--- src/rtl/sw_mailbox_tx.sv ---
// Host-side byte transmitter feeding the core's switch input through a small FIFO and a 4-phase req/ack handshake.
// Optional per-phase handshake timeout is enabled by defining SWTX_TIMEOUT_EN.
`timescale 1ns/1ps

module sw_mailbox_tx #(
    parameter int DEPTH       = 8,
    parameter int ACK_BIT     = 8,
    parameter int TIMEOUT_CYC = 1024
) (
    input  logic        i_clk,
    input  logic        i_reset,
    input  logic [7:0]  i_tx_data,
    input  logic        i_tx_valid,
    output logic        o_tx_ready,
    input  logic [31:0] i_io_ledr,
    output logic [31:0] o_io_sw,
    output logic        o_busy,
    output logic [15:0] o_sent_cnt,
    output logic        o_timeout
);

    localparam int AW = (DEPTH > 2) ? $clog2(DEPTH) : 1;
    localparam int CW = $clog2(DEPTH + 1);

    typedef enum logic [1:0] {
        IDLE,
        PRESENT,
        RELEASE
    } state_t;

    state_t      state;
    logic [7:0]  mem [DEPTH];
    logic [AW-1:0] wr_ptr;
    logic [AW-1:0] rd_ptr;
    logic [CW-1:0] count;
    logic        full;
    logic        empty;
    logic        push;
    logic        pop;
    logic        ack_q;
    logic        req_q;
    logic [7:0]  data_q;
    logic [15:0] sent_q;
    logic        more;
    logic        unused_ledr;

    assign full       = (count == CW'(DEPTH));
    assign empty      = (count == '0);
    assign push       = i_tx_valid && !full;
    // The FIFO head leaves only when the FSM commits to presenting it.
    assign pop        = (state == IDLE) && !empty;
    assign o_tx_ready = !full;
    assign o_busy     = (state != IDLE) || !empty;
    assign more       = req_q && !empty;
    assign o_io_sw    = {22'b0, more, req_q, data_q};
    assign o_sent_cnt = sent_q;
    assign unused_ledr = ^i_io_ledr;

    always_ff @(posedge i_clk) begin
        if (push) begin
            mem[wr_ptr] <= i_tx_data;
        end
    end

    always_ff @(posedge i_clk or posedge i_reset) begin
        if (i_reset) begin
            wr_ptr <= '0;
            rd_ptr <= '0;
            count  <= '0;
        end else begin
            if (push) begin
                wr_ptr <= wr_ptr + AW'(1);
            end
            if (pop) begin
                rd_ptr <= rd_ptr + AW'(1);
            end
            count <= count + CW'(push) - CW'(pop);
        end
    end

    // One register stage on the ack decouples the core's LEDR timing from the FSM.
    always_ff @(posedge i_clk or posedge i_reset) begin
        if (i_reset) begin
            ack_q <= 1'b0;
        end else begin
            ack_q <= i_io_ledr[ACK_BIT];
        end
    end

`ifdef SWTX_TIMEOUT_EN
    localparam int TW = $clog2(TIMEOUT_CYC + 1);

    logic [TW-1:0] phase_cnt;
    logic          phase_hit;
    logic          timeout_q;

    assign phase_hit = (phase_cnt == TW'(TIMEOUT_CYC - 1));
    assign o_timeout = timeout_q;
`else
    logic unused_timeout_cfg;

    assign unused_timeout_cfg = (TIMEOUT_CYC > 0);
    assign o_timeout          = 1'b0;
`endif

    always_ff @(posedge i_clk or posedge i_reset) begin
        if (i_reset) begin
            state  <= IDLE;
            req_q  <= 1'b0;
            data_q <= 8'h00;
            sent_q <= 16'h0000;
`ifdef SWTX_TIMEOUT_EN
            phase_cnt <= '0;
            timeout_q <= 1'b0;
`endif
        end else begin
`ifdef SWTX_TIMEOUT_EN
            phase_cnt <= (state == IDLE) ? '0 : phase_cnt + TW'(1);
`endif
            case (state)
                IDLE: begin
                    if (pop) begin
                        data_q <= mem[rd_ptr];
                        req_q  <= 1'b1;
                        state  <= PRESENT;
`ifdef SWTX_TIMEOUT_EN
                        phase_cnt <= '0;
`endif
                    end
                end
                PRESENT: begin
                    if (ack_q) begin
                        req_q  <= 1'b0;
                        sent_q <= sent_q + 16'd1;
                        state  <= RELEASE;
`ifdef SWTX_TIMEOUT_EN
                        phase_cnt <= '0;
                    end else if (phase_hit) begin
                        // Abandon the byte without counting it; queued bytes still go out.
                        req_q     <= 1'b0;
                        state     <= IDLE;
                        timeout_q <= 1'b1;
                        phase_cnt <= '0;
`endif
                    end
                end
                RELEASE: begin
                    if (!ack_q) begin
                        state <= IDLE;
`ifdef SWTX_TIMEOUT_EN
                        phase_cnt <= '0;
                    end else if (phase_hit) begin
                        state     <= IDLE;
                        timeout_q <= 1'b1;
                        phase_cnt <= '0;
`endif
                    end
                end
                default: begin
                    state <= IDLE;
                    req_q <= 1'b0;
                end
            endcase
        end
    end

endmodule

--- config.mk ---
export PLATFORM = sky130hd
export DESIGN_NAME = sw_mailbox_tx
export DESIGN_NICKNAME = d
export VERILOG_FILES = /design/src/rtl/sw_mailbox_tx.sv
export SDC_FILE = /design/constraint.sdc
export NUM_CORES = 1
export LEC_CHECK = 0
export ABC_AREA = 1
export ABC_CLOCK_PERIOD_IN_PS = 2520
export BUFFER_PORTS_ARGS = -buffer_cell sky130_fd_sc_hd__buf_4
export CAP_MARGIN = 20
export CORE_ASPECT_RATIO = 0.6
export CORE_MARGIN = 3
export CORE_UTILIZATION = 40
export DETAILED_ROUTE_END_ITERATION = 8
export GPL_ROUTABILITY_DRIVEN = 1
export GPL_TIMING_DRIVEN = 1
export MAX_ROUTING_LAYER = met4
export SLEW_MARGIN = 20
export SYNTH_ARGS = -nofsm -noshare
export SYNTH_HDL_FRONTEND = slang
export SYNTH_SLANG_ARGS = --single-unit
--- constraint.sdc ---
create_clock -name i_clk -period 2.52 [get_ports i_clk]
set_input_delay 0.252 -clock i_clk [delete_from_list [all_inputs] [get_ports i_clk]]
set_output_delay 0.252 -clock i_clk [all_outputs]
set_load 0.02 [all_outputs]
==> out/results.tsv, run 1 <==
stage	metric	value	unit
status	outcome	finished, final reports clean	
sta	Tcrit/Tclk final	81.87	%
clock_tree	number of CTS-inserted buffers	9	
floorplanning	io pins	94	
setup_path	worst r2r src	count[2]	
power	Worst IR Drop VDD	0.0005682	V
clock_tree	Worst-Skew Late Latency	0.34	ns
sta	Slew headroom	59.14	%
power	pwr/cell area	1094	nW/um^2
global_routing	largest net degree at the start of global routing	39	
clock_tree	CTS root buffer	clkbuf_16	
power	Power Total	5.899	mW
final_layout	commonest non-fill, non-tap cell in the layout	nand2_1	
global_routing	vias in the first global route	3015	
final_layout	fraction of layout cells with a size suffix above 1	15.05	%
setup_path	CP Launch Point	count[2]	
clock_tree	CTS tree	built	
setup_path	Critical Path Stages	10	
clock_tree	post_cts resized	0	
routing	detailed-route via count	3097	
routing	Residual DRC	0	
setup_path	max incr delay on CP	0.39	ns
global_routing	All-Layer GR Usage	16.19	%
global_routing	GR Overflow Total	0	
sta	FMAX	0.4847	GHz
setup_path	Slowest-stage cell, CP	fa_1	
sta	final hold viol count	0	
power	Leakage	2.523	nW
setup_path	worst setup path end	count[2]	
clock_tree	CTS max path bufs	2	
yosys	syn avg cell area	9.946	sq um
setup_path	r2r setup slk	0.46	ns
final_layout	final std cells w/o fill	680	
yosys	post-synthesis register bit count	102	
final_layout	Layout fillers	1021	
clock_tree	Post-CTS Setup Bufs	0	
setup_path	Critical Path, Cell by Cell	inv_1, ha_1, nand3_1, nand2_1, inv_1, ha_1, inv_1, ha_1, fa_1, xor2_1	
yosys	share of the yosys chip area belonging to registers	61.06	%
placement	Place WS	0.4519	ns
placement	Placed Area	5109	sq um
sta	Worst Clk Skew	0.006881	ns
global_routing	first-pass GRT wire length	16.14	mm
hold_path	hold path cells	1	
setup_path	WP data arrival	2.29	ns
setup_path	nature of the critical path startpoint	flop	
routing	ANT nets after route	0	
floorplanning	Die H	90.01	um
placement	Placer Congestion	0.8192	
floorplanning	core area	10990	sq um
global_routing	initial antenna violation count	0	
setup_path	Req. time, crit path	2.74	ns
final_layout	most frequent cells in the layout	180 x nand2_1, 64 x edfxtp_1, 52 x buf_4	
floorplanning	row count	29	
sta	WHS	0.02194	ns
yosys	Ys Warns	0	
routing	WL final	9.903	mm
routing	DRT iter0 DRCs	255	
setup_path	Crit. End Element	flop	
final_layout	Antenna Cells	0	
sta	worst-margin pin slew	0.6120	ns
placement	post-placement cell count	664	
sta	setup TNS	0	ns
clock_tree	H-tree level count	3	
clock_tree	Hold-fix buffers, CTS	0	
floorplanning	full die area	13140	sq um
setup_path	Buf/Inv on CP	3	
routing	drt pass-1 iters	5	
setup_path	Top delay family on crit path	adder cells	
sta	fin crit period	2.063	ns
sta	RSZ-0062 raised after global routing	no	
yosys	post-synthesis cell type count	26	
routing	DR WL/cell	14.56	um
final_layout	Area growth syn-to-layout	14.65	%
placement	dpl hpwl	6.914	mm
hold_path	hold crit path type	in2reg	
placement	IO Port Bufs	39	
routing	number of vias per cell	4.554	
yosys	Syn Std Cell Area	4705	sq um
sta	fin. max-slew vios	0	
final_layout	final instance area	5394	sq um
setup_path	R2R cell count	10	
final_layout	fin util	49.06	%
yosys	synthesized netlist cell count	473	
setup_path	FF-to-FF End	count[2]	
floorplanning	Starting Density	42.79	%
setup_path	Crit Path Max Fanout	3	
hold_path	hold wc startpoint	i_io_ledr[8]	
setup_path	WS Path Type	reg2reg	
sta	final worst slack	0.4569	ns
clock_tree	clk sinks	102	
final_layout	Nets	573	
floorplanning	Die Wd	146.0	um
run	max-cap viol count	0	
clock_tree	Reg clk slew, reported paths	0.07	ns
sta	Setup Viol. Count Final	0	
[cells in the mapped netlist]
library cell  number  area [sq um]
nor2_2             2         12.51
xor2_1             9         78.83
or2_2              1         6.260
buf_4             29         217.7
nand4_1            4         25.02
nor3_2             1         10.01
inv_2              2         7.510
ha_1               9         112.6
o21ai_1            1         5.000
nor2_8             1         20.02
nand3_4            2         35.03
inv_1             46         172.7
nor2_1            18         67.56
conb_1             1         3.750
fa_1               1         20.02
dfrtp_1           38         950.9
edfxtp_1          64          1922
nand3_2            2         20.02
nor2_4             1         11.26
o21ai_0            1         5.000
a21oi_1            1         5.000
buf_2              9         45.04
nand3_1           42         210.2
clkinv_1           1         3.750
nand2_1          180         675.7
xnor2_1            7         61.31
[how the worst min path moves through the flow]
stage	end	slack [ns]
after CTS	ack_q	0.007
after global routing	ack_q	0.008
after detailed placement	ack_q	0.37
after global placement	ack_q	0.37
after floorplan	ack_q	0.28
final	ack_q	0.02
[state kept, by name (all words and copies together), names as in the netlist]
| name | count |
|---|---|
| rd_ptr | 3 |
| mem | 64 |
| data_q | 8 |
| state | 2 |
| ack_q | 1 |
| req_q | 1 |
| count | 4 |
| wr_ptr | 3 |
| o_sent_cnt | 16 |
[worst reg2reg max path, delay by kind of cell (launching register included)]
family                   cells  cell delay [ns]
XOR/XNOR                     1             0.15
adder cells (fa/ha/maj)      4             1.00
flip-flops                   1             0.37
buffers and inverters        3             0.21
AND/OR/NAND/NOR              2             0.21
[layout make-up]
cell class | instances | area (sq um) | area share (%)
clock buffer | 11 | 254.0 | 4.709
clock inverter | 5 | 31.28 | 0.5799
inverter | 49 | 183.9 | 3.410
multi-input combinational | 306 | 1468 | 27.21
sequential | 102 | 2873 | 53.26
tap | 155 | 193.9 | 3.595
timing repair buffer | 52 | 390.4 | 7.237
[per-layer routing]
metal | up-vias | routed length (um) | global-route usage [%]
li1 | 1552 | - | -
met1 | 1433 | 4758 | 23.39
met2 | 104 | 4311 | 23.15
met3 | 8 | 757 | 3.568
met4 | 0 | 76 | 4.460
met5 | - | 0 | -
[report_power, final]
part / internal, mW / switching [mW] / total [mW] / leakage, nW
registers: 2.16 / 0.229 / 2.39 / 1.06
clock network: 0.728 / 0.582 / 1.31 / 0.141
logic: 0.761 / 1.44 / 2.20 / 1.32
[logic make-up (layout without fill, tap and decap cells)]
family,after synthesis,count (layout),share of synthesized area (%)
other,1,23,0.07971
XOR/XNOR,16,16,2.979
flip-flops,102,102,61.06
AND/OR/NAND/NOR,254,254,23.24
AO/OA/AOI/OAI,3,3,0.3188
adder cells (fa/ha/maj),10,10,2.819
buffers and inverters,87,117,9.495
Note: power is estimated with default switching activity, not from simulation.
==> inputs of run 2 (changes only) <==
--- a/config.mk
+++ b/config.mk
@@ -6,7 +6,7 @@
 export NUM_CORES = 1
 export LEC_CHECK = 0
 export ABC_AREA = 1
-export ABC_CLOCK_PERIOD_IN_PS = 2520
+export ABC_CLOCK_PERIOD_IN_PS = 1800
 export BUFFER_PORTS_ARGS = -buffer_cell sky130_fd_sc_hd__buf_4
 export CAP_MARGIN = 20
 export CORE_ASPECT_RATIO = 0.6
==> constraint.sdc (replaced) <==
create_clock -name i_clk -period 1.8 [get_ports i_clk]
set_input_delay 0.18 -clock i_clk [delete_from_list [all_inputs] [get_ports i_clk]]
set_output_delay 0.18 -clock i_clk [all_outputs]
set_load 0.02 [all_outputs]
==> run 2 against run 1 <==
The run now ends with setup timing left. Flip-flop and latch count is the same. Highest routed layer unchanged. Clock skew is 0.00077 ns higher. Critical endpoint unchanged. Total power increased by 51%. Maximum frequency grew 9.8%. Critical path depth unchanged. Final cell count rose by 1.9%. First-iteration DRC count down 42%. Core utilization up 2.8 points. Non-clock buffer count increased by 14. Sequential power increased by 40%. Die area stayed put.
==> out/results.tsv, run 2 (synthesized netlist as in run 1, its figures left out) <==
stage	metric	value	unit
status	outcome	finished, violations left	
status	failing checks	setup timing	
run	max-cap viol count	0	
clock_tree	CTS max path bufs	2	
power	pwr/cell area	1556	nW/um^2
hold_path	hold path cells	1	
routing	detailed-route via count	3162	
floorplanning	Die Wd	146.0	um
routing	DRT iter0 DRCs	149	
floorplanning	row count	29	
sta	final worst slack	-0.07981	ns
clock_tree	CTS tree	built	
placement	IO Port Bufs	39	
clock_tree	H-tree level count	3	
sta	RSZ-0062 raised after global routing	yes	
setup_path	WP data arrival	2.11	ns
sta	Setup Viol. Count Final	2	
power	Leakage	2.598	nW
placement	Placer Congestion	0.7800	
setup_path	WS Path Type	reg2reg	
setup_path	nature of the critical path startpoint	flop	
power	Power Total	8.879	mW
sta	Worst Clk Skew	0.007655	ns
global_routing	first-pass GRT wire length	15.75	mm
final_layout	final std cells w/o fill	693	
floorplanning	full die area	13140	sq um
final_layout	Nets	587	
sta	fin crit period	1.880	ns
routing	DR WL/cell	14.19	um
final_layout	Area growth syn-to-layout	21.28	%
global_routing	initial antenna violation count	0	
final_layout	Antenna Cells	0	
final_layout	Largest Register	mem	
power	Worst IR Drop VDD	0.0006836	V
routing	ANT nets after route	0	
hold_path	hold wc startpoint	i_tx_data[7]	
setup_path	R2R cell count	10	
final_layout	fin util	51.89	%
placement	Place WS	-0.09797	ns
sta	fin. max-slew vios	0	
global_routing	vias in the first global route	2986	
sta	final hold viol count	0	
floorplanning	Starting Density	42.79	%
setup_path	r2r setup slk	-0.08	ns
placement	post-placement cell count	672	
setup_path	Req. time, crit path	2.03	ns
final_layout	most frequent cells in the layout	176 x nand2_1, 64 x edfxtp_1, 55 x buf_4	
hold_path	hold crit path type	in2reg	
routing	Residual DRC	0	
setup_path	Crit Path Max Fanout	3	
final_layout	max reg flops	64	
global_routing	GR Overflow Total	0	
routing	WL final	9.832	mm
placement	dpl hpwl	6.825	mm
setup_path	worst r2r src	count[2]	
final_layout	fraction of layout cells with a size suffix above 1	21.75	%
sta	setup TNS	-0.1240	ns
routing	number of vias per cell	4.563	
hold_path	Hold Crit Endpoint	mem[1][7]	
setup_path	FF-to-FF End	count[2]	
sta	FMAX	0.5320	GHz
routing	drt pass-1 iters	4	
floorplanning	Die H	90.01	um
setup_path	Crit. End Element	flop	
clock_tree	Reg clk slew, reported paths	0.07	ns
final_layout	Layout fillers	1001	
clock_tree	Worst-Skew Late Latency	0.34	ns
floorplanning	io pins	94	
global_routing	largest net degree at the start of global routing	39	
global_routing	All-Layer GR Usage	15.88	%
clock_tree	number of CTS-inserted buffers	9	
sta	Tcrit/Tclk final	104.4	%
final_layout	commonest non-fill, non-tap cell in the layout	nand2_1	
floorplanning	core area	10990	sq um
clock_tree	CTS root buffer	clkbuf_16	
clock_tree	clk sinks	102	
## run 2: cell count changes in the layout (fill, tap and decap cells not counted), moves of 4 or more
cell,change
buf_6,+4
inv_1,-6
nor2_4,+4
nor2_1,-8
nor2_2,+4
nand2_1,-4
inv_2,+5
## run 2: worst max path at each step
stage | from | cells after the start | slack (ns) | end
6_report | count[2] | 10 | -0.08 | count[2]
5_1_grt | count[2] | 10 | -0.17 | count[2]
4_1_cts | count[3] | 10 | -0.09 | count[2]
3_5_place_dp | count[3] | 10 | -0.1 | count[2]
3_3_place_gp | count[2] | 8 | -0.05 | mem[0][6]
2_1_floorplan | count[3] | 11 | -0.14 | count[2]
## run 2: layout make-up
cell class,instances,area [sq um],area share (%)
well taps,155,193.9,3.399
clock inverters,6,63.81,1.118
clock buffers,9,225.2,3.947
flip-flops and latches,102,2873,50.35
repair buffers,66,568.0,9.956
multi-input cells,306,1595,27.96
inverters,49,186.4,3.268
## run 2: through the flow
step           area [sq um]  hold slack (ns)
2_1_floorplan          4848           0.2114
3_3_place_gp           5264           0.2967
3_5_place_dp           5264           0.2959
4_1_cts                5600          0.06061
5_1_grt                5705          0.06402
6_report               5705          0.06863
## run 2: critical path, cell delays in order, from the launching register on
cell and delay [ns]:
dfrtp_1 0.37, inv_2 0.09, ha_4 0.15, nand3_4 0.09
nand2_4 0.09, inv_4 0.04, ha_4 0.25, inv_2 0.03
ha_4 0.15, fa_2 0.35, xor2_1 0.15
## run 2: power breakdown
part           switching (mW)  internal (mW)
clock                   0.818           1.07
combinational            2.22           1.42
sequential              0.324           3.03
total                    3.37           5.51
## run 2: timing repair
action                                  4_1_cts  5_1_grt
pin swaps                                     2        4
resized for setup                             5       24
hold endpoints to repair                     39        0
hold buffers                                  2        0
endpoints found under the setup margin       34       67
setup buffers                                 1        3
## run 2: routing by layer
layer	vias to the layer above	GRT usage [%]	wire length, um
met4	0	3.756	83
met3	9	4.070	407
met2	63	23.04	4312
met5	-	-	0
li1	1574	-	-
met1	1516	22.51	5029
